**src/rtl/weight_stream_ctrl_if.sv**
```systemverilog
// Bundle of the control, ROM-side and stream-side signals of weight_stream_ctrl.
// The master modport is the controller's view; slave is the environment's view.
interface weight_stream_ctrl_if #(
  parameter int DATA_W = 512,
  parameter int ADDR_W = 4,
  parameter int PASS_W = 8
);
  logic              start;
  logic [PASS_W-1:0] num_passes;
  logic              busy;
  logic              done;
  logic [ADDR_W-1:0] rom_addr;
  logic              rom_ce;
  logic [DATA_W-1:0] rom_q;
  logic [DATA_W-1:0] data_out;
  logic              data_out_valid;
  logic              data_out_ready;
  logic              data_out_last;

  modport master (
    input  start, num_passes, rom_q, data_out_ready,
    output busy, done, rom_addr, rom_ce, data_out, data_out_valid, data_out_last
  );

  modport slave (
    output start, num_passes, rom_q, data_out_ready,
    input  busy, done, rom_addr, rom_ce, data_out, data_out_valid, data_out_last
  );
endinterface

```
**src/rtl/weight_stream_ctrl.sv**
```systemverilog
// Streams a fixed-latency ROM as a valid/ready word stream, replaying all
// addresses num_passes times per start, with credit-based back-pressure.
module weight_stream_ctrl #(
  parameter int DATA_W  = 512,
  parameter int DEPTH   = 8,
  parameter int ADDR_W  = $clog2(DEPTH) + 1,
  parameter int ROM_LAT = 2,
  parameter int PASS_W  = 8
) (
  input  logic                 clk,
  input  logic                 rst,
  weight_stream_ctrl_if.master bus
);

  localparam int FIFO_DEPTH = ROM_LAT + 2;
  localparam int PTR_W      = $clog2(FIFO_DEPTH);
  localparam int CNT_W      = $clog2(FIFO_DEPTH + 1);

  typedef enum logic [1:0] {S_IDLE, S_RUN, S_DRAIN} state_t;

  state_t              r_state;
  logic                r_busy;
  logic                r_done;
  logic [ADDR_W-1:0]   r_addr;
  logic [PASS_W-1:0]   r_pass;
  logic [PASS_W-1:0]   r_num_passes;

  logic [ROM_LAT-1:0]  r_fl_vld;
  logic [ROM_LAT-1:0]  r_fl_last;

  logic [DATA_W-1:0]     r_mem [FIFO_DEPTH];
  logic [FIFO_DEPTH-1:0] r_mem_last;
  logic [PTR_W-1:0]      r_wr_ptr;
  logic [PTR_W-1:0]      r_rd_ptr;
  logic [CNT_W-1:0]      r_count;

  logic [CNT_W:0] w_used;
  logic           w_issue;
  logic           w_addr_end;
  logic           w_pass_end;
  logic           w_wr;
  logic           w_valid;
  logic           w_rd;
  logic           w_final;

  function automatic logic [PTR_W-1:0] next_ptr(input logic [PTR_W-1:0] p);
    return (p == PTR_W'(FIFO_DEPTH - 1)) ? '0 : p + 1'b1;
  endfunction

  // Slots already spoken for: words buffered plus words still inside the ROM.
  // NOTE: every variable written here gets a value before any conditional use, so no latch.
  always_comb begin
    w_used = {1'b0, r_count};
    for (int i = 0; i < ROM_LAT; i++) begin
      w_used = w_used + {{CNT_W{1'b0}}, r_fl_vld[i]};
    end
  end

  assign w_issue    = (r_state == S_RUN) && (w_used < (CNT_W+1)'(FIFO_DEPTH));
  assign w_addr_end = (r_addr == ADDR_W'(DEPTH - 1));
  assign w_pass_end = (r_pass == r_num_passes - PASS_W'(1));
  assign w_wr       = r_fl_vld[ROM_LAT-1];
  assign w_valid    = (r_count != '0);
  assign w_rd       = w_valid && bus.data_out_ready;
  assign w_final    = (r_state == S_DRAIN) && w_rd && (r_count == CNT_W'(1)) && (r_fl_vld == '0);

  assign bus.busy           = r_busy;
  assign bus.done           = r_done;
  assign bus.rom_ce         = r_busy;
  assign bus.rom_addr       = r_addr;
  assign bus.data_out_valid = w_valid;
  assign bus.data_out       = w_valid ? r_mem[r_rd_ptr] : '0;
  assign bus.data_out_last  = w_valid && r_mem_last[r_rd_ptr];

  // NOTE: sequential state is updated with non-blocking assignments only.
  always_ff @(posedge clk or negedge rst) begin
    if (!rst) begin
      r_state      <= S_IDLE;
      r_busy       <= 1'b0;
      r_done       <= 1'b0;
      r_addr       <= '0;
      r_pass       <= '0;
      r_num_passes <= '0;
    end else begin
      r_done <= 1'b0;
      case (r_state)
        S_IDLE: begin
          if (bus.start) begin
            if (bus.num_passes != '0) begin
              r_state      <= S_RUN;
              r_busy       <= 1'b1;
              r_num_passes <= bus.num_passes;
              r_addr       <= '0;
              r_pass       <= '0;
            end else begin
              r_done <= 1'b1;
            end
          end
        end
        S_RUN: begin
          if (w_issue) begin
            if (w_addr_end) begin
              r_addr <= '0;
              if (w_pass_end) r_state <= S_DRAIN;
              else            r_pass  <= r_pass + 1'b1;
            end else begin
              r_addr <= r_addr + 1'b1;
            end
          end
        end
        S_DRAIN: begin
          if (w_final) begin
            r_state <= S_IDLE;
            r_busy  <= 1'b0;
            r_done  <= 1'b1;
          end
        end
        default: r_state <= S_IDLE;
      endcase
    end
  end

  // Tracks which ROM pipeline slots carry a real read and whether it ends a pass.
  always_ff @(posedge clk or negedge rst) begin
    if (!rst) begin
      r_fl_vld  <= '0;
      r_fl_last <= '0;
    end else begin
      for (int i = ROM_LAT - 1; i > 0; i--) begin
        r_fl_vld[i]  <= r_fl_vld[i-1];
        r_fl_last[i] <= r_fl_last[i-1];
      end
      r_fl_vld[0]  <= w_issue;
      r_fl_last[0] <= w_issue && w_addr_end;
    end
  end

  always_ff @(posedge clk or negedge rst) begin
    if (!rst) begin
      r_wr_ptr <= '0;
      r_rd_ptr <= '0;
      r_count  <= '0;
    end else begin
      if (w_wr) r_wr_ptr <= next_ptr(r_wr_ptr);
      if (w_rd) r_rd_ptr <= next_ptr(r_rd_ptr);
      case ({w_wr, w_rd})
        2'b10:   r_count <= r_count + 1'b1;
        2'b01:   r_count <= r_count - 1'b1;
        default: r_count <= r_count;
      endcase
    end
  end

  // NOTE: FIFO storage is deliberately not reset; an empty FIFO presents zeros instead.
  always_ff @(posedge clk) begin
    if (w_wr) begin
      r_mem[r_wr_ptr]      <= bus.rom_q;
      r_mem_last[r_wr_ptr] <= r_fl_last[ROM_LAT-1];
    end
  end

endmodule

```
**src/flat_wrapper.sv**
```systemverilog
// flat-port wrapper written by rule: the top's interface ports become plain ports
module weight_stream_ctrl_flat 
#(
  parameter int DATA_W  = 512,
  parameter int DEPTH   = 8,
  parameter int ADDR_W  = $clog2(DEPTH) + 1,
  parameter int ROM_LAT = 2,
  parameter int PASS_W  = 8
)
  (clk, rst, bus_start, bus_num_passes, bus_rom_q, bus_data_out_ready, bus_busy, bus_done, bus_rom_addr, bus_rom_ce, bus_data_out, bus_data_out_valid, bus_data_out_last);
  weight_stream_ctrl_if #(.DATA_W(DATA_W), .ADDR_W(ADDR_W), .PASS_W(PASS_W)) bus_i ();
  input  logic clk;
  input  logic rst;
  input wire logic [$bits(bus_i.start)-1:0] bus_start;
  input wire logic [$bits(bus_i.num_passes)-1:0] bus_num_passes;
  input wire logic [$bits(bus_i.rom_q)-1:0] bus_rom_q;
  input wire logic [$bits(bus_i.data_out_ready)-1:0] bus_data_out_ready;
  output wire logic [$bits(bus_i.busy)-1:0] bus_busy;
  output wire logic [$bits(bus_i.done)-1:0] bus_done;
  output wire logic [$bits(bus_i.rom_addr)-1:0] bus_rom_addr;
  output wire logic [$bits(bus_i.rom_ce)-1:0] bus_rom_ce;
  output wire logic [$bits(bus_i.data_out)-1:0] bus_data_out;
  output wire logic [$bits(bus_i.data_out_valid)-1:0] bus_data_out_valid;
  output wire logic [$bits(bus_i.data_out_last)-1:0] bus_data_out_last;
  assign bus_i.start = bus_start;
  assign bus_i.num_passes = bus_num_passes;
  assign bus_i.rom_q = bus_rom_q;
  assign bus_i.data_out_ready = bus_data_out_ready;
  assign bus_busy = bus_i.busy;
  assign bus_done = bus_i.done;
  assign bus_rom_addr = bus_i.rom_addr;
  assign bus_rom_ce = bus_i.rom_ce;
  assign bus_data_out = bus_i.data_out;
  assign bus_data_out_valid = bus_i.data_out_valid;
  assign bus_data_out_last = bus_i.data_out_last;
  weight_stream_ctrl #(.DATA_W(DATA_W), .DEPTH(DEPTH), .ADDR_W(ADDR_W), .ROM_LAT(ROM_LAT), .PASS_W(PASS_W)) u_core (.clk(clk), .rst(rst), .bus(bus_i));
endmodule
```
**config.mk**
```make
export PLATFORM = sky130hd
export DESIGN_NAME = weight_stream_ctrl_flat
export DESIGN_NICKNAME = d
export VERILOG_FILES = /design/src/rtl/weight_stream_ctrl_if.sv /design/src/rtl/weight_stream_ctrl.sv /design/src/flat_wrapper.sv
export SDC_FILE = /design/constraint.sdc
export NUM_CORES = 2
export LEC_CHECK = 0
export ABC_AREA = 1
export BUFFER_PORTS_ARGS = -buffer_cell sky130_fd_sc_hd__buf_2
export CAP_MARGIN = 25
export CORE_MARGIN = 5
export CORE_UTILIZATION = 40
export CTS_CLUSTER_DIAMETER = 120
export CTS_CLUSTER_SIZE = 14
export DETAILED_ROUTE_END_ITERATION = 16
export GPL_TIMING_DRIVEN = 0
export PLACE_DENSITY = 0.57
export SLEW_MARGIN = 40
export SYNTH_ARGS = -nofsm -noshare
export SYNTH_HDL_FRONTEND = slang
export SYNTH_SLANG_ARGS = --single-unit
```
**constraint.sdc**
```tcl
create_clock -name clk -period 36.7 [get_ports clk]
set_clock_uncertainty 0.1 [all_clocks]
set_input_delay 3.67 -clock clk [delete_from_list [all_inputs] [get_ports clk]]
set_output_delay 3.67 -clock clk [all_outputs]
set_load 0.005 [all_outputs]
```
==> flow_summary_export.csv <==
group,metric,value,unit
yosys,synth_top_area_share,76.1,%
yosys,synthSimpleGateAreaFrac,10.3,%
final_layout,area_growth,17.7,%
cts,cts_tree,"built",
floorplanning,rows,165,
cts,root_buffer,"clkbuf_16",
placed_design,dpl-instance-area,90600,sq um
cts,htreeDepth,4,
floorplanning,start_util,40.1,%
worst_setup_path,critPathLaunchType,"register",
yosys,synth_area_leader_cell,"edfxtp_1",
routing,dr.pass1.iters,5,
routing,via_count,54000,
power,p_leak,33.7,nW
power,total_power,8.50,mW
yosys,synth_mux_area_share,0,%
sta,rsz0062_at_grt,"no",
cts,clock_latency,0.81,ns
floorplanning,coreArea,202000,sq um
yosys,synth_top_family_by_area,"simple AND/OR/NAND/NOR gates",
routing,avgRoutedWirePerCell,24.9,um
cts,cts_buffers,167,
routing,final_antenna_net_count,0,
yosys,yosysWarnings,0,
power,p_seq_share,39.3,%
power,combPwrFrac,41.4,%
cts,clock-sinks,2087,
routing,avgViaCountPerCell,5.21,
sta,setup_violations,0,
routing,wl,258000,um
sta,final.setup.tns,0,ns
power,p_clk_share,19.3,%
cts,cts_resized,0,
grt,antenna_found_initial,165,
grt,grt_pass1_vias,51700,
yosys,ys_ff_latch,2087,
worst_setup_path,path_max_fanout,10,
cts,cts_setup_buffers,0,
sta,worst_slew_pin_slew,0.816,ns
final_layout,drive_above_1_share,19.8,%
floorplanning,die_w,460,um
final_layout,fin_nets,8113,
sta,clock.fmax,128,MHz
sta,slew_headroom,45.6,%
yosys,synthCells,6326,
sta,whs,0.299,ns
yosys,syn_area_per_cell,12.8,sq um
run_status,status,"finished, final reports clean",
grt,grt_overflow,0,
power,power.switching,3.38,mW
yosys,syn_area,81000,sq um
placed_design,hpwl,175000,um
worst_setup_path,crit_arrival,4.06,ns
cts,cts_buffer_depth,3,
sta,finalCriticalPeriod,7.83,ns
grt,grt_pass1_wl,367000,um
power,p_sw_share,39.8,%
floorplanning,dieArea,212000,sq um
worst_setup_path,cp-end-kind,"output pin",
yosys,syn_nets,6864,
yosys,synth_adder_area_share,0.216,%
routing,drc,0,
final_layout,fin_area,95300,sq um
worst_setup_path,worstSetupPathType,"register to output pin",
power,intPower,5.12,mW
grt,grt_max_degree,67,
power,powerDensity,89.2,nW/um^2
sta,drv_slew,0,
job,drv_cap,0,
yosys,ys_seq_area_share,77.2,%
placed_design,gp_congestion,0.850,
worst_setup_path,crit_required,32.93,ns
floorplanning,ioPinCount,1045,
yosys,synth_compound_area_share,9.70,%
grt,track_usage,23.6,%
sta,min_period_over_period,21.3,%
cts,cts_hold_buf,0,
routing,drt_iter0_markers,5209,
yosys,yosysUniqueCellTypes,34,
yosys,synth.area.top_cells,"edfxtp_1 76%, nor2_1 9.7%, o21ai_0 4.9%, a21oi_1 3.2%, o21ai_1 1.6%",
placed_design,portBuffers,1044,
sta,hold_violations,0,
yosys,synth_xor_xnor_area_share,0.141,%
cts,path_clk_slew,0.07,ns
power,ir_worst_vdd,0.0556,mV
floorplanning,die_height,460,um
worst_hold_path,hold_class,"register to register",
==> layer usage <==
metal  part of all wire, %  up-vias  track usage [%]
met5                  0.26        -                0
met4                   4.1      102             9.52
met3                   9.5      516             7.90
met2                    47     2090             37.9
met1                    39    26300             29.5
li1                      -    25000                -
==> cell usage after synthesis, drive strengths merged <==
| cell type | number |
|---|---|
| a21oi | 517 |
| a31o | 1 |
| nor2 | 2090 |
| nor3 | 2 |
| dfrtp | 35 |
| nor4 | 1 |
| xnor2 | 7 |
| nand3b | 2 |
| a31oi | 1 |
| o21ai | 1046 |
| clkbuf | 157 |
| nand3 | 21 |
| or2 | 1 |
| o21bai | 1 |
| o311ai | 1 |
| xor2 | 6 |
| ha | 14 |
| nand2 | 76 |
| inv | 48 |
| nand4 | 2 |
| edfxtp | 2052 |
| buf | 244 |
| nor3b | 1 |
==> worst max-delay path: stages, from the launching register on <==
cell      delay [ns]
dfrtp_1         0.35
buf_2           0.63
inv_2           0.45
clkbuf_2        0.44
buf_2           0.32
nor2_1          0.11
o21ai_0         0.08
a21oi_1         0.61
buf_2           0.24
==> power groups by stage <==
stage	clock network (mW)	logic, mW	registers, mW
6_report	1.64	3.52	3.34
5_1_grt	1.77	3.85	3.38
4_1_cts	1.68	3.57	3.34
3_5_place_dp	0	3.56	3.39
3_3_place_gp	0	3.45	4.00
2_1_floorplan	0	1.71	3.69
==> cell usage in the layout (no fill, tap or decap), types with 36 or more instances in the layout <==
cell | Yosys | routed
nor2_1 | 2086 | 2086
edfxtp_1 | 2052 | 2052
buf_2 | 189 | 1233
o21ai_0 | 792 | 792
a21oi_1 | 517 | 517
o21ai_1 | 254 | 254
clkbuf_1 | 157 | 169
clkbuf_16 | 0 | 169
diode_2 | 0 | 79
nand2_1 | 70 | 70
buf_1 | 39 | 38
buf_16 | 0 | 36
==> layout make-up <==
cell class / count / area, sq um
clock buffer: 193 / 4320
multi-input combinational: 3790 / 16500
timing repair buffer: 1080 / 6220
fill: 18000 / 107000
tap: 2672 / 3340
clock inverter: 14 / 229
antenna: 79 / 198
inverter: 48 / 213
sequential: 2087 / 62500
buffer: 401 / 1820
==> sequential cells by signal, indices dropped and copies added (netlist names) <==
| register | flops |
|---|---|
| u_core.bus.busy | 1 |
| u_core.bus.done | 1 |
| u_core.bus.rom_addr | 4 |
| u_core.r_count | 3 |
| u_core.r_fl_last | 2 |
| u_core.r_fl_vld | 2 |
| u_core.r_mem | 2048 |
| u_core.r_mem_last | 4 |
| u_core.r_num_passes | 8 |
| u_core.r_pass | 8 |
| u_core.r_rd_ptr | 2 |
| u_core.r_state | 2 |
| u_core.r_wr_ptr | 2 |
==> cells by family (layout without fill, tap and decap cells) <==
group	Yosys count	count (layout)
other cells	0	79
flops	2087	2087
buf+inv	449	1736
compound gates	1567	1567
xor+xnor	13	13
fa+ha+maj	14	14
simple gates	2196	2196
==> path summary, 6_finish.rpt <==
kind / start / end / slack, ns / cells past startpoint
hold reg to reg: u_core.r_fl_last[0]$_DFF_PN0_ / u_core.r_fl_last[1]$_DFF_PN0_ / 0.30 / 0
max in group asynchronous: rst / u_core.r_rd_ptr[0]$_DFFE_PN0N_ / 33.42 / 1
setup / recovery: u_core.r_rd_ptr[1]$_DFFE_PN0N_ / bus_data_out[168] / 28.87 / 8
setup reg to reg: u_core.r_fl_vld[1]$_DFF_PN0_ / u_core.r_mem[1][191]$_DFFE_PP_ / 33.67 / 7
hold / removal: u_core.r_fl_last[0]$_DFF_PN0_ / u_core.r_fl_last[1]$_DFF_PN0_ / 0.30 / 0
min in group asynchronous: rst / u_core.r_num_passes[4]$_DFFE_PN0P_ / 2.72 / 1
==> through the flow <==
stage                     utilization, %  setup slack, ns  cells
after CTS                           47.1            28.65  10300
after global routing                47.2            28.72  10300
final                               47.2            28.87  10400
after detailed placement            44.9            29.58  10100
after global placement              44.4            16.01  10000
after floorplan                        -            25.15   6326
No activity file was read; power rests on OpenSTA's default activity.
